`config.mk`:
```
export PLATFORM = sky130hd
export DESIGN_NAME = dpath_seq_flat
export DESIGN_NICKNAME = d
export VERILOG_FILES = /design/src/rtl/dpath_seq_if.sv /design/src/rtl/dpath_seq.sv /design/src/flat_wrapper.sv
export SDC_FILE = /design/constraint.sdc
export NUM_CORES = 1
export LEC_CHECK = 0
export ABC_AREA = 1
export CAP_MARGIN = 25
export CELL_PAD_IN_SITES_DETAIL_PLACEMENT = 0
export CELL_PAD_IN_SITES_GLOBAL_PLACEMENT = 1
export CORE_MARGIN = 2
export CORE_UTILIZATION = 54
export CTS_CLUSTER_DIAMETER = 200
export CTS_CLUSTER_SIZE = 30
export DETAILED_ROUTE_END_ITERATION = 6
export GPL_TIMING_DRIVEN = 1
export HOLD_SLACK_MARGIN = 0.08
export PLACE_DENSITY = 0.93
export RECOVER_POWER = 100
export REMOVE_ABC_BUFFERS = 1
export SKIP_CTS_REPAIR_TIMING = 1
export SYNTH_ARGS = -nofsm -noshare
export SYNTH_HDL_FRONTEND = slang
export SYNTH_SLANG_ARGS = --single-unit
export TNS_END_PERCENT = 50
```
`constraint.sdc`:
```
create_clock -name clk -period 4.51 [get_ports clk]
set_input_delay 0.902 -clock clk [delete_from_list [all_inputs] [get_ports clk]]
set_output_delay 0.902 -clock clk [all_outputs]
set_load 0.01 [all_outputs]
```
`src/rtl/dpath_seq_if.sv`:
```
// Sequencer bus: program load, run control/status and the command link to dpath.
interface dpath_seq_if #(
  parameter int DATA_W = 16,
  parameter int SEL_W  = 3,
  parameter int ADDR_W = 4
);
  logic                      start;
  logic                      prog_we;
  logic [ADDR_W-1:0]         prog_addr;
  logic [2+SEL_W+DATA_W-1:0] prog_wdata;
  logic [DATA_W-1:0]         accum;
  logic [SEL_W-1:0]          com;
  logic [DATA_W-1:0]         datain;
  logic                      busy;
  logic                      done;
  logic                      abort;
  logic [ADDR_W-1:0]         pc;

  modport master (
    output start, prog_we, prog_addr, prog_wdata, accum,
    input  com, datain, busy, done, abort, pc
  );

  modport slave (
    input  start, prog_we, prog_addr, prog_wdata, accum,
    output com, datain, busy, done, abort, pc
  );
endinterface

```
`src/rtl/dpath_seq.sv`:
```
// Program sequencer for dpath: runs a loaded instruction list and turns each
// ISSUE into one registered command cycle; jumps and halt resolve locally.
module dpath_seq #(
  parameter int               DATA_W    = 16,
  parameter int               SEL_W     = 3,
  parameter int               ADDR_W    = 4,
  parameter logic [SEL_W-1:0] NOP_COM   = '0,
  parameter int               MAX_STEPS = 255
) (
  input  logic        clk,
  input  logic        rst,
  dpath_seq_if.slave  bus
);
  localparam int          IW       = 2 + SEL_W + DATA_W;
  localparam int          NWORDS   = 2 ** ADDR_W;
  localparam logic [7:0]  STEP_LIM = 8'(MAX_STEPS);
  localparam logic [1:0]  OP_ISSUE = 2'b00;
  localparam logic [1:0]  OP_JZ    = 2'b01;
  localparam logic [1:0]  OP_JMP   = 2'b10;

  typedef enum logic [1:0] {IDLE, FETCH, EXEC, FIN} state_t;

  state_t              state, state_n;
  logic [IW-1:0]       mem [NWORDS];
  logic [IW-1:0]       ir;
  logic [ADDR_W-1:0]   pc_q, pc_n;
  logic [7:0]          step_q, step_n;
  logic                abort_q, abort_n;
  logic [SEL_W-1:0]    com_q, com_n;
  logic [DATA_W-1:0]   datain_q, datain_n;

  logic [1:0]          op;
  logic [SEL_W-1:0]    sel;
  logic [DATA_W-1:0]   data;

  assign op   = ir[IW-1 -: 2];
  assign sel  = ir[DATA_W +: SEL_W];
  assign data = ir[DATA_W-1:0];

  // Memory is not reset; loads are only accepted while idle so a running
  // program can never be modified underneath itself.
  always_ff @(posedge clk) begin
    if (bus.prog_we && state == IDLE) mem[bus.prog_addr] <= bus.prog_wdata;
    if (state == FETCH) ir <= mem[pc_q];
  end

  always_ff @(posedge clk or posedge rst) begin
    if (rst) begin
      state    <= IDLE;
      pc_q     <= '0;
      step_q   <= '0;
      abort_q  <= 1'b0;
      com_q    <= NOP_COM;
      datain_q <= '0;
    end else begin
      state    <= state_n;
      pc_q     <= pc_n;
      step_q   <= step_n;
      abort_q  <= abort_n;
      com_q    <= com_n;
      datain_q <= datain_n;
    end
  end

  always_comb begin
    state_n  = state;
    pc_n     = pc_q;
    step_n   = step_q;
    abort_n  = abort_q;
    com_n    = NOP_COM;
    datain_n = datain_q;
    case (state)
      IDLE: if (bus.start) begin
        pc_n    = '0;
        step_n  = '0;
        abort_n = 1'b0;
        state_n = FETCH;
      end
      FETCH: state_n = EXEC;
      EXEC: begin
        if (step_q == STEP_LIM) begin
          abort_n = 1'b1;
          state_n = FIN;
        end else begin
          step_n  = step_q + 8'd1;
          state_n = FETCH;
          case (op)
            OP_ISSUE: begin
              com_n    = sel;
              datain_n = data;
              pc_n     = pc_q + 1'b1;
            end
            // accum already reflects an ISSUE executed just before this one
            OP_JZ:  pc_n = (bus.accum == '0) ? data[ADDR_W-1:0] : pc_q + 1'b1;
            OP_JMP: pc_n = data[ADDR_W-1:0];
            default: state_n = FIN;
          endcase
        end
      end
      FIN:     state_n = IDLE;
      default: state_n = IDLE;
    endcase
  end

  assign bus.com    = com_q;
  assign bus.datain = datain_q;
  assign bus.busy   = (state == FETCH) || (state == EXEC);
  assign bus.done   = (state == FIN);
  assign bus.abort  = abort_q;
  assign bus.pc     = pc_q;
endmodule

```
`src/flat_wrapper.sv`:
```
// flat-port wrapper written by rule: the top's interface ports become plain ports
module dpath_seq_flat 
#(
  parameter int               DATA_W    = 16,
  parameter int               SEL_W     = 3,
  parameter int               ADDR_W    = 4,
  parameter logic [SEL_W-1:0] NOP_COM   = '0,
  parameter int               MAX_STEPS = 255
)
  (clk, rst, bus_start, bus_prog_we, bus_prog_addr, bus_prog_wdata, bus_accum, bus_com, bus_datain, bus_busy, bus_done, bus_abort, bus_pc);
  dpath_seq_if #(.DATA_W(DATA_W), .SEL_W(SEL_W), .ADDR_W(ADDR_W)) bus_i ();
  input  logic clk;
  input  logic rst;
  input wire logic [$bits(bus_i.start)-1:0] bus_start;
  input wire logic [$bits(bus_i.prog_we)-1:0] bus_prog_we;
  input wire logic [$bits(bus_i.prog_addr)-1:0] bus_prog_addr;
  input wire logic [$bits(bus_i.prog_wdata)-1:0] bus_prog_wdata;
  input wire logic [$bits(bus_i.accum)-1:0] bus_accum;
  output wire logic [$bits(bus_i.com)-1:0] bus_com;
  output wire logic [$bits(bus_i.datain)-1:0] bus_datain;
  output wire logic [$bits(bus_i.busy)-1:0] bus_busy;
  output wire logic [$bits(bus_i.done)-1:0] bus_done;
  output wire logic [$bits(bus_i.abort)-1:0] bus_abort;
  output wire logic [$bits(bus_i.pc)-1:0] bus_pc;
  assign bus_i.start = bus_start;
  assign bus_i.prog_we = bus_prog_we;
  assign bus_i.prog_addr = bus_prog_addr;
  assign bus_i.prog_wdata = bus_prog_wdata;
  assign bus_i.accum = bus_accum;
  assign bus_com = bus_i.com;
  assign bus_datain = bus_i.datain;
  assign bus_busy = bus_i.busy;
  assign bus_done = bus_i.done;
  assign bus_abort = bus_i.abort;
  assign bus_pc = bus_i.pc;
  dpath_seq #(.DATA_W(DATA_W), .SEL_W(SEL_W), .ADDR_W(ADDR_W), .NOP_COM(NOP_COM), .MAX_STEPS(MAX_STEPS)) u_core (.clk(clk), .rst(rst), .bus(bus_i));
endmodule
```
==> results.json <==
{
  "outcome": "finished with violations",
  "violations": "capacitance limit, slew limit",
  "routed_wirelength_um": 36000,
  "arrival_ns": 2.63,
  "fp-row-count": 62,
  "fin_skew_ns": 0.0342,
  "dp_hpwl_um": 20700,
  "clkSlewWorstSetupHoldPaths_ns": 0.11,
  "cp_max_fo": 40,
  "final_nets": 1326,
  "grt_pass1_vias": 9783,
  "place_inst": 1634,
  "critPathBufInv": 1,
  "vias": 9910,
  "numCtsBuffers": 17,
  "synthDistinctLibCells": 37,
  "criticalPathCategory": "reg -> out",
  "io_pins": 71,
  "cts_sinks": 391,
  "core-area_um2": 28700,
  "drc_errors": 0,
  "antenna_found_initial": 0,
  "diodes": 0,
  "finalWeightedCongestion": 0.810,
  "drt-pass1-iter-count": 5,
  "via_per_inst": 5.95,
  "cpMaxStageDelayCell": "dfrtp_1",
  "p_comb_frac": 0.277,
  "critPathCaptureType": "output pin",
  "stdcell_count": 1665,
  "port_buffers": 70,
  "hp-start": "u_core.bus.datain[15]",
  "crit_path_max_incr_delay_ns": 1.33,
  "syn-mean-instance-area_um2": 12.8,
  "cts_tree": "yes",
  "power_density_nw_per_um2": 506,
  "hold_violations": 0,
  "setup_viol": 0,
  "switchingPower_w": 0.00287,
  "reg2reg_slack_ns": 1.22,
  "overflow": 0,
  "ir_worst_vdd_uv": 285,
  "die-area_um2": 30500,
  "leakagePower_nw": 5.79,
  "drtIter0Drc": 1128,
  "fillers": 2265,
  "hold_class": "reg -> reg",
  "rr_startpoint": "u_core.bus.pc[0]",
  "rsz0062_at_grt": "no",
  "worstPathCellList": "dlygate4sd3_1",
  "die_w_um": 175,
  "power_w": 0.00868,
  "ys_ff_latch": 391,
  "grt_start_max_net_pins": 144,
  "slew_viol_final": 201,
  "wl_per_cell_um": 21.6,
  "root_buffer": "clkbuf_16",
  "cts_htree_levels": 1,
  "cellInternalPower_w": 0.00581,
  "cp.required_ns": 3.61,
  "drive_gt1_frac": 0.0320,
  "grt_usage": 0.235,
  "grt_pass1_wl_um": 55300,
  "max_slew_margin": -0.135,
  "p_seq_frac": 0.519,
  "clkPwrFrac": 0.205,
  "clk_path_buf_depth": 3,
  "timing.hold.ws_ns": 0.490,
  "period_share": 0.783,
  "yosysSeqAreaShare": 0.735,
  "netlist_instances": 1229,
  "cp-start-kind": "flip-flop",
  "cp-startpoint": "u_core.bus.pc[0]",
  "syn_to_final_growth_pct": 8.87,
  "tightest_slew_ns": 1.70,
  "fin_crit_ns": 3.53,
  "cap_viol_max_count": 9,
  "p_sw_frac": 0.331,
  "syn_area_um2": 15700,
  "ys_warn_count": 0,
  "crit_family": "flip-flops",
  "drtAntennaViolNets": 0,
  "die_y_um": 175,
  "clk_latency_ns": 0.52,
  "initial_utilization": 0.549,
  "fmax_mhz": 283
}
[sequential cells by signal, summed over array words and instances (netlist names)]
register           count
u_core.bus.abort       1
u_core.bus.com         3
u_core.bus.datain     16
u_core.bus.pc          4
u_core.ir             21
u_core.mem           336
u_core.state           2
u_core.step_q          8
[final timing paths]
kind	end	cells after the start
hold reg to reg	u_core.bus.datain[15]	2
min in group asynchronous	u_core.step_q[5]	2
max in group asynchronous	u_core.bus.pc[1]	2
hold / removal	u_core.bus.datain[15]	2
setup / recovery	bus_pc[0]	1
setup reg to reg	u_core.ir[7]	6
[synth_stat cells]
library cell / count / share of area
a211oi_1: 1 / 0.00048
a21oi_1: 11 / 0.0035
a21oi_2: 1 / 0.00056
a22oi_1: 1 / 0.00048
a31o_2: 1 / 0.00056
buf_1: 1 / 0.00024
buf_2: 21 / 0.0067
buf_4: 7 / 0.0033
buf_6: 11 / 0.0079
clkbuf_1: 33 / 0.0079
clkinv_2: 1 / 0.00032
dfrtp_1: 34 / 0.054
edfxtp_1: 357 / 0.68
ha_1: 10 / 0.0079
inv_1: 53 / 0.013
inv_2: 1 / 0.00024
inv_4: 1 / 0.00040
nand2_1: 96 / 0.023
nand2_2: 2 / 0.00079
nand3_1: 45 / 0.014
nand3_2: 1 / 0.00064
nand3_4: 1 / 0.0011
nand3b_1: 1 / 0.00048
nand4_1: 1 / 0.00040
nand4_2: 1 / 0.00079
nor2_1: 241 / 0.057
nor3_1: 2 / 0.00064
nor3_4: 1 / 0.0010
nor3b_1: 1 / 0.00048
o211ai_1: 56 / 0.027
o21ai_0: 176 / 0.056
o21ai_1: 16 / 0.0051
o21ai_2: 10 / 0.0056
o221ai_1: 28 / 0.016
o22ai_1: 1 / 0.00040
or2_2: 2 / 0.00079
xor2_1: 2 / 0.0011
[power groups by stage]
stage / Combinational [W] / Clock, W / Sequential [W]
2_1_floorplan: 0.00133 / 0 / 0.00468
3_3_place_gp: 0.00240 / 0 / 0.00457
3_5_place_dp: 0.00247 / 0 / 0.00458
4_1_cts: 0.00249 / 0.00179 / 0.00450
5_1_grt: 0.00267 / 0.00192 / 0.00453
6_report: 0.00240 / 0.00178 / 0.00450
[area by class of cell]
type	instances	area, um2	share of cell area
sequential	391	11600	0.675
multi-input combinational	709	3510	0.205
timing repair buffer	96	872	0.0509
tap	384	480	0.0280
clock buffer	28	467	0.0272
inverter	56	216	0.0126
clock inverter	1	30.0	0.00175
[logic make-up (layout without fill, tap and decap cells)]
kind of cell / Yosys count / count (layout) / share of synthesized area
adders and majority gates: 10 / 10 / 0.00795
xor gates and xnor gates: 2 / 2 / 0.00111
DFF: 391 / 391 / 0.735
buffers and inverters: 129 / 181 / 0.0396
and+or+nand+nor: 395 / 395 / 0.102
AOI/OAI and AO/OA: 302 / 302 / 0.115
[metrics by stage]
| stage | util | area, um2 | setup WS [ns] | setup TNS, ns |
|---|---|---|---|---|
| floorplan | - | 15300 | -0.374 | -7.45 |
| global placement | 0.583 | 16700 | 1.31 | 0 |
| detailed placement | 0.586 | 16800 | 1.53 | 0 |
| CTS | 0.604 | 17300 | 1.48 | 0 |
| global route | 0.597 | 17100 | 0.824 | 0 |
| finish | 0.597 | 17100 | 0.977 | 0 |
[layout by cell type (no fill, tap or decap), drive strengths merged, types with 2 or more instances in the layout]
cell type      netlist  routed
nand4                2       2
nand2               98      98
o211ai              56      56
clkbuf              33      45
buf                 40       9
o221ai              28      28
xor2                 2       2
or2                  2       2
nor2               241     241
a21oi               12      12
clkinv               1       2
dfrtp               34      34
edfxtp             357     357
ha                  10      10
o21ai              202     202
clkdlybuf4s50        0      22
nand3               47      47
dlygate4sd3          0      48
inv                 55      55
nor3                 3       3
[metal layers]
layer | global-route usage | routed length, um | vias to the layer above
li1 | - | - | 4505
met5 | 0 | 0 | -
met2 | 0.392 | 17600 | 431
met4 | 0.0688 | 938 | 0
met1 | 0.327 | 14800 | 4914
met3 | 0.0320 | 2700 | 60
Note: power is estimated with default switching activity, not from simulation.
